==> src/rtl/divider_pkg.sv <==
`default_nettype none
// ============================================================================
// Module   : divider_pkg
// Purpose  : RV32M divide operation codes and shared divider helpers.
// Revision : 1.0 - initial release
// ============================================================================
package divider_pkg;

    localparam logic [4:0] ALU_DIV  = 5'h0c;
    localparam logic [4:0] ALU_DIVU = 5'h0d;
    localparam logic [4:0] ALU_REM  = 5'h0e;
    localparam logic [4:0] ALU_REMU = 5'h0f;

    function automatic logic [31:0] cond_negate(input logic [31:0] value, input logic neg);
        return neg ? (~value + 32'd1) : value;
    endfunction

endpackage
`default_nettype wire

==> src/rtl/div_step.sv <==
`default_nettype none
// ============================================================================
// Module   : div_step
// Purpose  : One radix-2 restoring division iteration (combinational).
// Revision : 1.0 - initial release
// ============================================================================
module div_step (
    input  logic [31:0] rem_in,
    input  logic        dvd_bit,
    input  logic [31:0] divisor,
    output logic [31:0] rem_out,
    output logic        q_bit
);

    logic [32:0] w_diff;
    logic        w_borrow;

    assign w_diff   = {rem_in, dvd_bit} - {1'b0, divisor};
    // A set rem_in[31] puts the shifted value above any 32-bit divisor.
    assign w_borrow = ~rem_in[31] & w_diff[32];
    assign q_bit    = ~w_borrow;
    assign rem_out  = w_borrow ? {rem_in[30:0], dvd_bit} : w_diff[31:0];

endmodule
`default_nettype wire

==> src/rtl/divider.sv <==
`default_nettype none
// ============================================================================
// Module   : divider
// Purpose  : Iterative 32-bit DIV/DIVU/REM/REMU unit, start/busy/done handshake.
// Revision : 1.0 - initial release
// ============================================================================
module divider
    import divider_pkg::*;
(
    input  logic        clock,
    input  logic        reset_n,
    input  logic        start,
    input  logic        flush,
    input  logic [31:0] opa,
    input  logic [31:0] opb,
    input  logic [4:0]  ID_EX_alu_func,
    output logic        busy,
    output logic        done,
    output logic [31:0] div_result
);

    localparam logic [1:0] c_idle = 2'd0;
    localparam logic [1:0] c_calc = 2'd1;
    localparam logic [1:0] c_fix  = 2'd2;
    localparam logic [1:0] c_done = 2'd3;

    logic [1:0]  r_state;
    logic [4:0]  r_cnt;
    logic [31:0] r_dvd;
    logic [31:0] r_rem;
    logic [31:0] r_dvs;
    logic        r_neg_q;
    logic        r_neg_r;
    logic        r_sel_rem;
    logic [31:0] r_result;

    logic        w_signed;
    logic        w_sel_rem;
    logic        w_a_neg;
    logic        w_b_neg;
    logic        w_div_zero;
    logic        w_ovf;
    logic [31:0] w_special_res;
    logic [31:0] w_step_rem;
    logic        w_q_bit;
    logic [31:0] w_fix_res;

    // Unknown function codes fall through to unsigned quotient.
    assign w_signed   = (ID_EX_alu_func == ALU_DIV) || (ID_EX_alu_func == ALU_REM);
    assign w_sel_rem  = (ID_EX_alu_func == ALU_REM) || (ID_EX_alu_func == ALU_REMU);
    assign w_a_neg    = w_signed & opa[31];
    assign w_b_neg    = w_signed & opb[31];
    assign w_div_zero = (opb == 32'd0);
    assign w_ovf      = w_signed && (opa == 32'h8000_0000) && (opb == 32'hffff_ffff);

    assign w_special_res = w_div_zero ? (w_sel_rem ? opa   : 32'hffff_ffff)
                                      : (w_sel_rem ? 32'd0 : 32'h8000_0000);

    div_step u_div_step (
        .rem_in  (r_rem),
        .dvd_bit (r_dvd[31]),
        .divisor (r_dvs),
        .rem_out (w_step_rem),
        .q_bit   (w_q_bit)
    );

    assign w_fix_res = r_sel_rem ? cond_negate(r_rem, r_neg_r) : cond_negate(r_dvd, r_neg_q);

    always_ff @(posedge clock or negedge reset_n) begin
        if (!reset_n) begin
            r_state   <= c_idle;
            r_cnt     <= 5'd0;
            r_dvd     <= 32'd0;
            r_rem     <= 32'd0;
            r_dvs     <= 32'd0;
            r_neg_q   <= 1'b0;
            r_neg_r   <= 1'b0;
            r_sel_rem <= 1'b0;
            r_result  <= 32'd0;
        end else if (flush) begin
            r_state <= c_idle;
            r_cnt   <= 5'd0;
        end else begin
            case (r_state)
                c_idle: begin
                    if (start) begin
                        r_neg_q   <= w_a_neg ^ w_b_neg;
                        r_neg_r   <= w_a_neg;
                        r_sel_rem <= w_sel_rem;
                        r_cnt     <= 5'd0;
                        if (w_div_zero || w_ovf) begin
                            r_result <= w_special_res;
                            r_state  <= c_done;
                        end else begin
                            r_dvd   <= cond_negate(opa, w_a_neg);
                            r_dvs   <= cond_negate(opb, w_b_neg);
                            r_rem   <= 32'd0;
                            r_state <= c_calc;
                        end
                    end
                end
                c_calc: begin
                    r_rem <= w_step_rem;
                    r_dvd <= {r_dvd[30:0], w_q_bit};
                    r_cnt <= r_cnt + 5'd1;
                    if (r_cnt == 5'd31) begin
                        r_state <= c_fix;
                    end
                end
                c_fix: begin
                    r_result <= w_fix_res;
                    r_state  <= c_done;
                end
                default: begin
                    r_state <= c_idle;
                end
            endcase
        end
    end

    assign busy       = (r_state != c_idle);
    assign done       = (r_state == c_done);
    assign div_result = r_result;

endmodule
`default_nettype wire
==> config.mk <==
export PLATFORM = sky130hd
export DESIGN_NAME = divider
export DESIGN_NICKNAME = d
export VERILOG_FILES = /design/src/rtl/divider_pkg.sv /design/src/rtl/div_step.sv /design/src/rtl/divider.sv
export SDC_FILE = /design/constraint.sdc
export NUM_CORES = 1
export LEC_CHECK = 0
export BUFFER_PORTS_ARGS = -buffer_cell sky130_fd_sc_hd__buf_2
export CORE_AREA = 2 2 199 201
export CTS_BUF_LIST = sky130_fd_sc_hd__clkbuf_2
export CTS_CLUSTER_DIAMETER = 80
export DETAILED_ROUTE_END_ITERATION = 12
export DIE_AREA = 0 0 201 203
export SYNTH_ARGS = -nofsm -noshare
export SYNTH_HDL_FRONTEND = slang
export SYNTH_HIERARCHICAL = 1
export SYNTH_SLANG_ARGS = --single-unit
==> constraint.sdc <==
create_clock -name clock -period 3.71 [get_ports clock]
set_input_delay 1.113 -clock clock [delete_from_list [all_inputs] [get_ports clock]]
set_output_delay 1.113 -clock clock [all_outputs]
set_load 0.005 [all_outputs]
==> qor.yml <==
run_status:
  status: "finished clean"
critical_path:
  path_max_fanout: 42
  rr_endpoint: "r_rem[6]"
  timing.rr.start: "r_dvd[31]"
  critPathArrivalTime_ns: 4.03
  startpoint_type: "register"
  cpMaxStageDelayCell: "dfrtp_1"
  critical_path_class: "register to register"
  worstRegToRegCells: 13
  crit_family: "compound AO/OA/AOI/OAI gates"
  end_kind: "register"
  r2r_setup_slack_ns: 0.34
  cpPeakStageDelay_ns: 0.47
  path_cells: "inv_1 -> ha_1 -> fa_1 -> nor2b_4 -> o2111a_1 -> nor4_2 -> o31a_1 -> o211ai_2 -> nand2_2 -> buf_12 -> o31ai_1 -> nand2_1 -> o21ai_0"
  worst-path-buf-inv: 2
  crit_required_ns: 4.37
yosys:
  postSynthCellCount: 1453
  synth_area_leaders: "dfrtp_1 30%, nand2_1 6.5%, xor2_1 5.9%, o21ai_0 5.2%, a21oi_1 4.8%"
  synth_top_cell_by_area: "dfrtp_1"
  ys_async_sr_fraction_pct: 100.0
  synth_top_area_share_pct: 30.22
  ys_seq_area_share_pct: 30.22
  ys.warnings.count: 6
  synth_area_um2: 11430
  synthFlopType: "dfrtp_1"
  synth.avg_cell_area_um2: 7.865
  syn-num-nets: 1570
  synth_edf_count: 0
  ys_types: 84
  ys_seq_elements: 138
timing:
  tightest_slew_ns: 0.9357
  skew_ns: 0.04939
  fin_ws_ns: 0.3367
  fmax_mhz: 296.4
  period_needed_ns: 3.373
  hold_violations: 0
  maxSlewHeadroom_pct: 37.62
  maxSlewViolCount: 0
  setup_viol: 0
  rsz0062_at_grt: "false"
  min_period_over_period_pct: 90.93
  tns_ns: 0
  holdWs_ns: 0.2845
clock_network:
  cts_root_buffer: "clkbuf_2"
  cts_buffer_depth: 2
  insertion_delay_ns: 0.77
  cts_resized: 0
  cts_hold_buf: 0
  cts_buffers: 17
  cts.clk_slew.worst_paths_ns: 0.23
  cts_sinks: 138
  cts_tree: "done"
  h-tree-depth: 4
  postCtsSetupBuffers: 0
detailed_routing:
  wl_per_cell_um: 16.84
  drtPass1Iterations: 5
  drt_iter0_markers: 930
  vias: 10860
  route.detailed.drc: 0
  via_per_inst: 5.238
  drtAntennaViolNets: 0
  routed_wl_mm: 34.90
placement:
  place_inst: 2041
  dp_hpwl_mm: 26.94
  numPortBuffers: 106
  place_area_um2: 12710
  gp_congestion: 0.8809
  dp_slack_ns: 0.001789
power:
  seqPwrFrac_pct: 36.2
  power_switching_mw: 3.159
  power_mw: 7.066
  intPower_mw: 3.907
  powerDensity_nw_per_um2: 543.2
  peakVddDrop_mv: 0.2585
  p_comb_share_pct: 48.3
  power.leakage_nw: 5.714
  p_clk_share_pct: 15.5
  switching_share_pct: 44.70
floorplan:
  die_w_um: 201
  row_count: 72
  io_pins: 107
  die_y_um: 203
  core_region_area_um2: 38470
  floorplan.initialDensity_pct: 29.71
  dieArea_um2: 40800
finish:
  final_util_pct: 33.81
  drive_above_1_share_pct: 14.35
  nFillCells: 4087
  most-common-layout-cells: "197 x nand2_1, 138 x dfrtp_1, 118 x o21ai_0"
  fin_area_um2: 13010
  syn_to_final_growth_pct: 13.83
  nets: 1659
  final_cells: 2073
  final_common_cell: "nand2_1"
global_routing:
  antenna_found_initial: 1
  use_met1_pct: 24.94
  grt_pass1_vias: 10120
  grt_max_degree: 67
  gr-total-overflow: 0
  grt_util_met2_pct: 25.83
  grt_use_met3_pct: 2.745
  grtUsageTotal_pct: 16.98
  grt_pass1_wl_mm: 55.81
  grt.busiest_layer: "met2"
flow_run:
  drv_cap: 0
worst_hold_path:
  hold_class: "input port to async pin"
worst register-to-register path, delay by kind of cell, from the launching register on:
| family | cells | cell delay (ns) |
|---|---|---|
| DFF | 1 | 0.47 |
| buffers and inverters | 2 | 0.27 |
| adders and majority gates | 2 | 0.67 |
| and+or+nand+nor | 4 | 0.45 |
| AOI/OAI and AO/OA | 5 | 1.41 |
power by group through the flow:
stage                     Combinational (mW)  Clock (mW)  Sequential (mW)
after floorplan                         2.47           0             2.40
after CTS                               3.41        1.13             2.55
after global routing                    3.81        1.20             2.65
after detailed placement                3.39           0             2.58
after global placement                  3.35           0             2.56
final                                   3.41        1.09             2.56
layer usage:
metal / wire (um) / up-vias
met2: 15060 / 354
met3: 2107 / 38
met4: 588 / 0
met5: 0 / -
li1: - / 5401
met1: 17150 / 5066
synth_stat cells, types with 3 or more instances:
master and count:
a21oi_1 110, nor3_1 39, buf_2 19, nor3b_1 8, o21bai_1 3, dfrtp_1 138, or4_1 17, and2_1 5
o31a_1 5, nand4_1 22, nor4_1 14, a2111oi_0 9, a31oi_1 12, o31ai_1 30, o41ai_1 17, nand3_1 17
xor2_1 77, or2_2 4, nor2_1 109, inv_1 62, a21o_1 24, clkbuf_1 66, a32oi_1 3, a221oi_1 4
buf_6 3, o21ai_0 118, ha_1 43, nand2_1 197, mux2i_1 24, mux2_1 5, xnor2_1 62, o211ai_1 20
or3_1 11, mux2_2 7, and3_1 8, a211oi_1 7, o21a_1 4, o21ai_1 50, a211o_1 6, nand2b_1 13
a21boi_0 4, nor2b_1 5
cell families after synthesis:
| kind of cell | Yosys count | share of synthesized area, % |
|---|---|---|
| simple gates | 489 | 20.42 |
| xor+xnor | 139 | 10.65 |
| fa+ha+maj | 44 | 4.883 |
| compound gates | 452 | 24.81 |
| mux | 38 | 3.548 |
| buf+inv | 153 | 5.464 |
| flops | 138 | 30.22 |
area by class of cell:
class                      count  area [um2]  share of cell area [%]
clock buffer                  18       90.09                  0.6926
clock inverter                13       201.4                   1.549
antenna                        1       2.502                 0.01924
inverter                      64       240.2                   1.847
sequential                   138        3453                   26.55
tap                          518       648.1                   4.983
multi-input combinational   1162        7362                   56.60
timing repair buffer         159        1010                   7.763
worst max-delay path by stage:
stage	slack, ns	startpoint	depth (start not counted)	endpoint
global placement	0.03	opb[0]	13	div_result[12]
CTS	0.35	r_dvd[31]	13	r_rem[6]
global route	0.11	r_dvd[31]	13	r_rem[6]
floorplan	0.31	opb[0]	11	div_result[10]
finish	0.34	r_dvd[31]	13	r_rem[6]
detailed placement	0.002	opb[0]	11	div_result[20]
flip-flops by register name, summed over array words and instances, names as in the netlist:
signal and count:
div_result 32, r_cnt 5, r_dvd 32, r_dvs 32, r_neg_q 1, r_neg_r 1
r_rem 32, r_sel_rem 1, r_state 2
(Power assumes the default switching activity.)
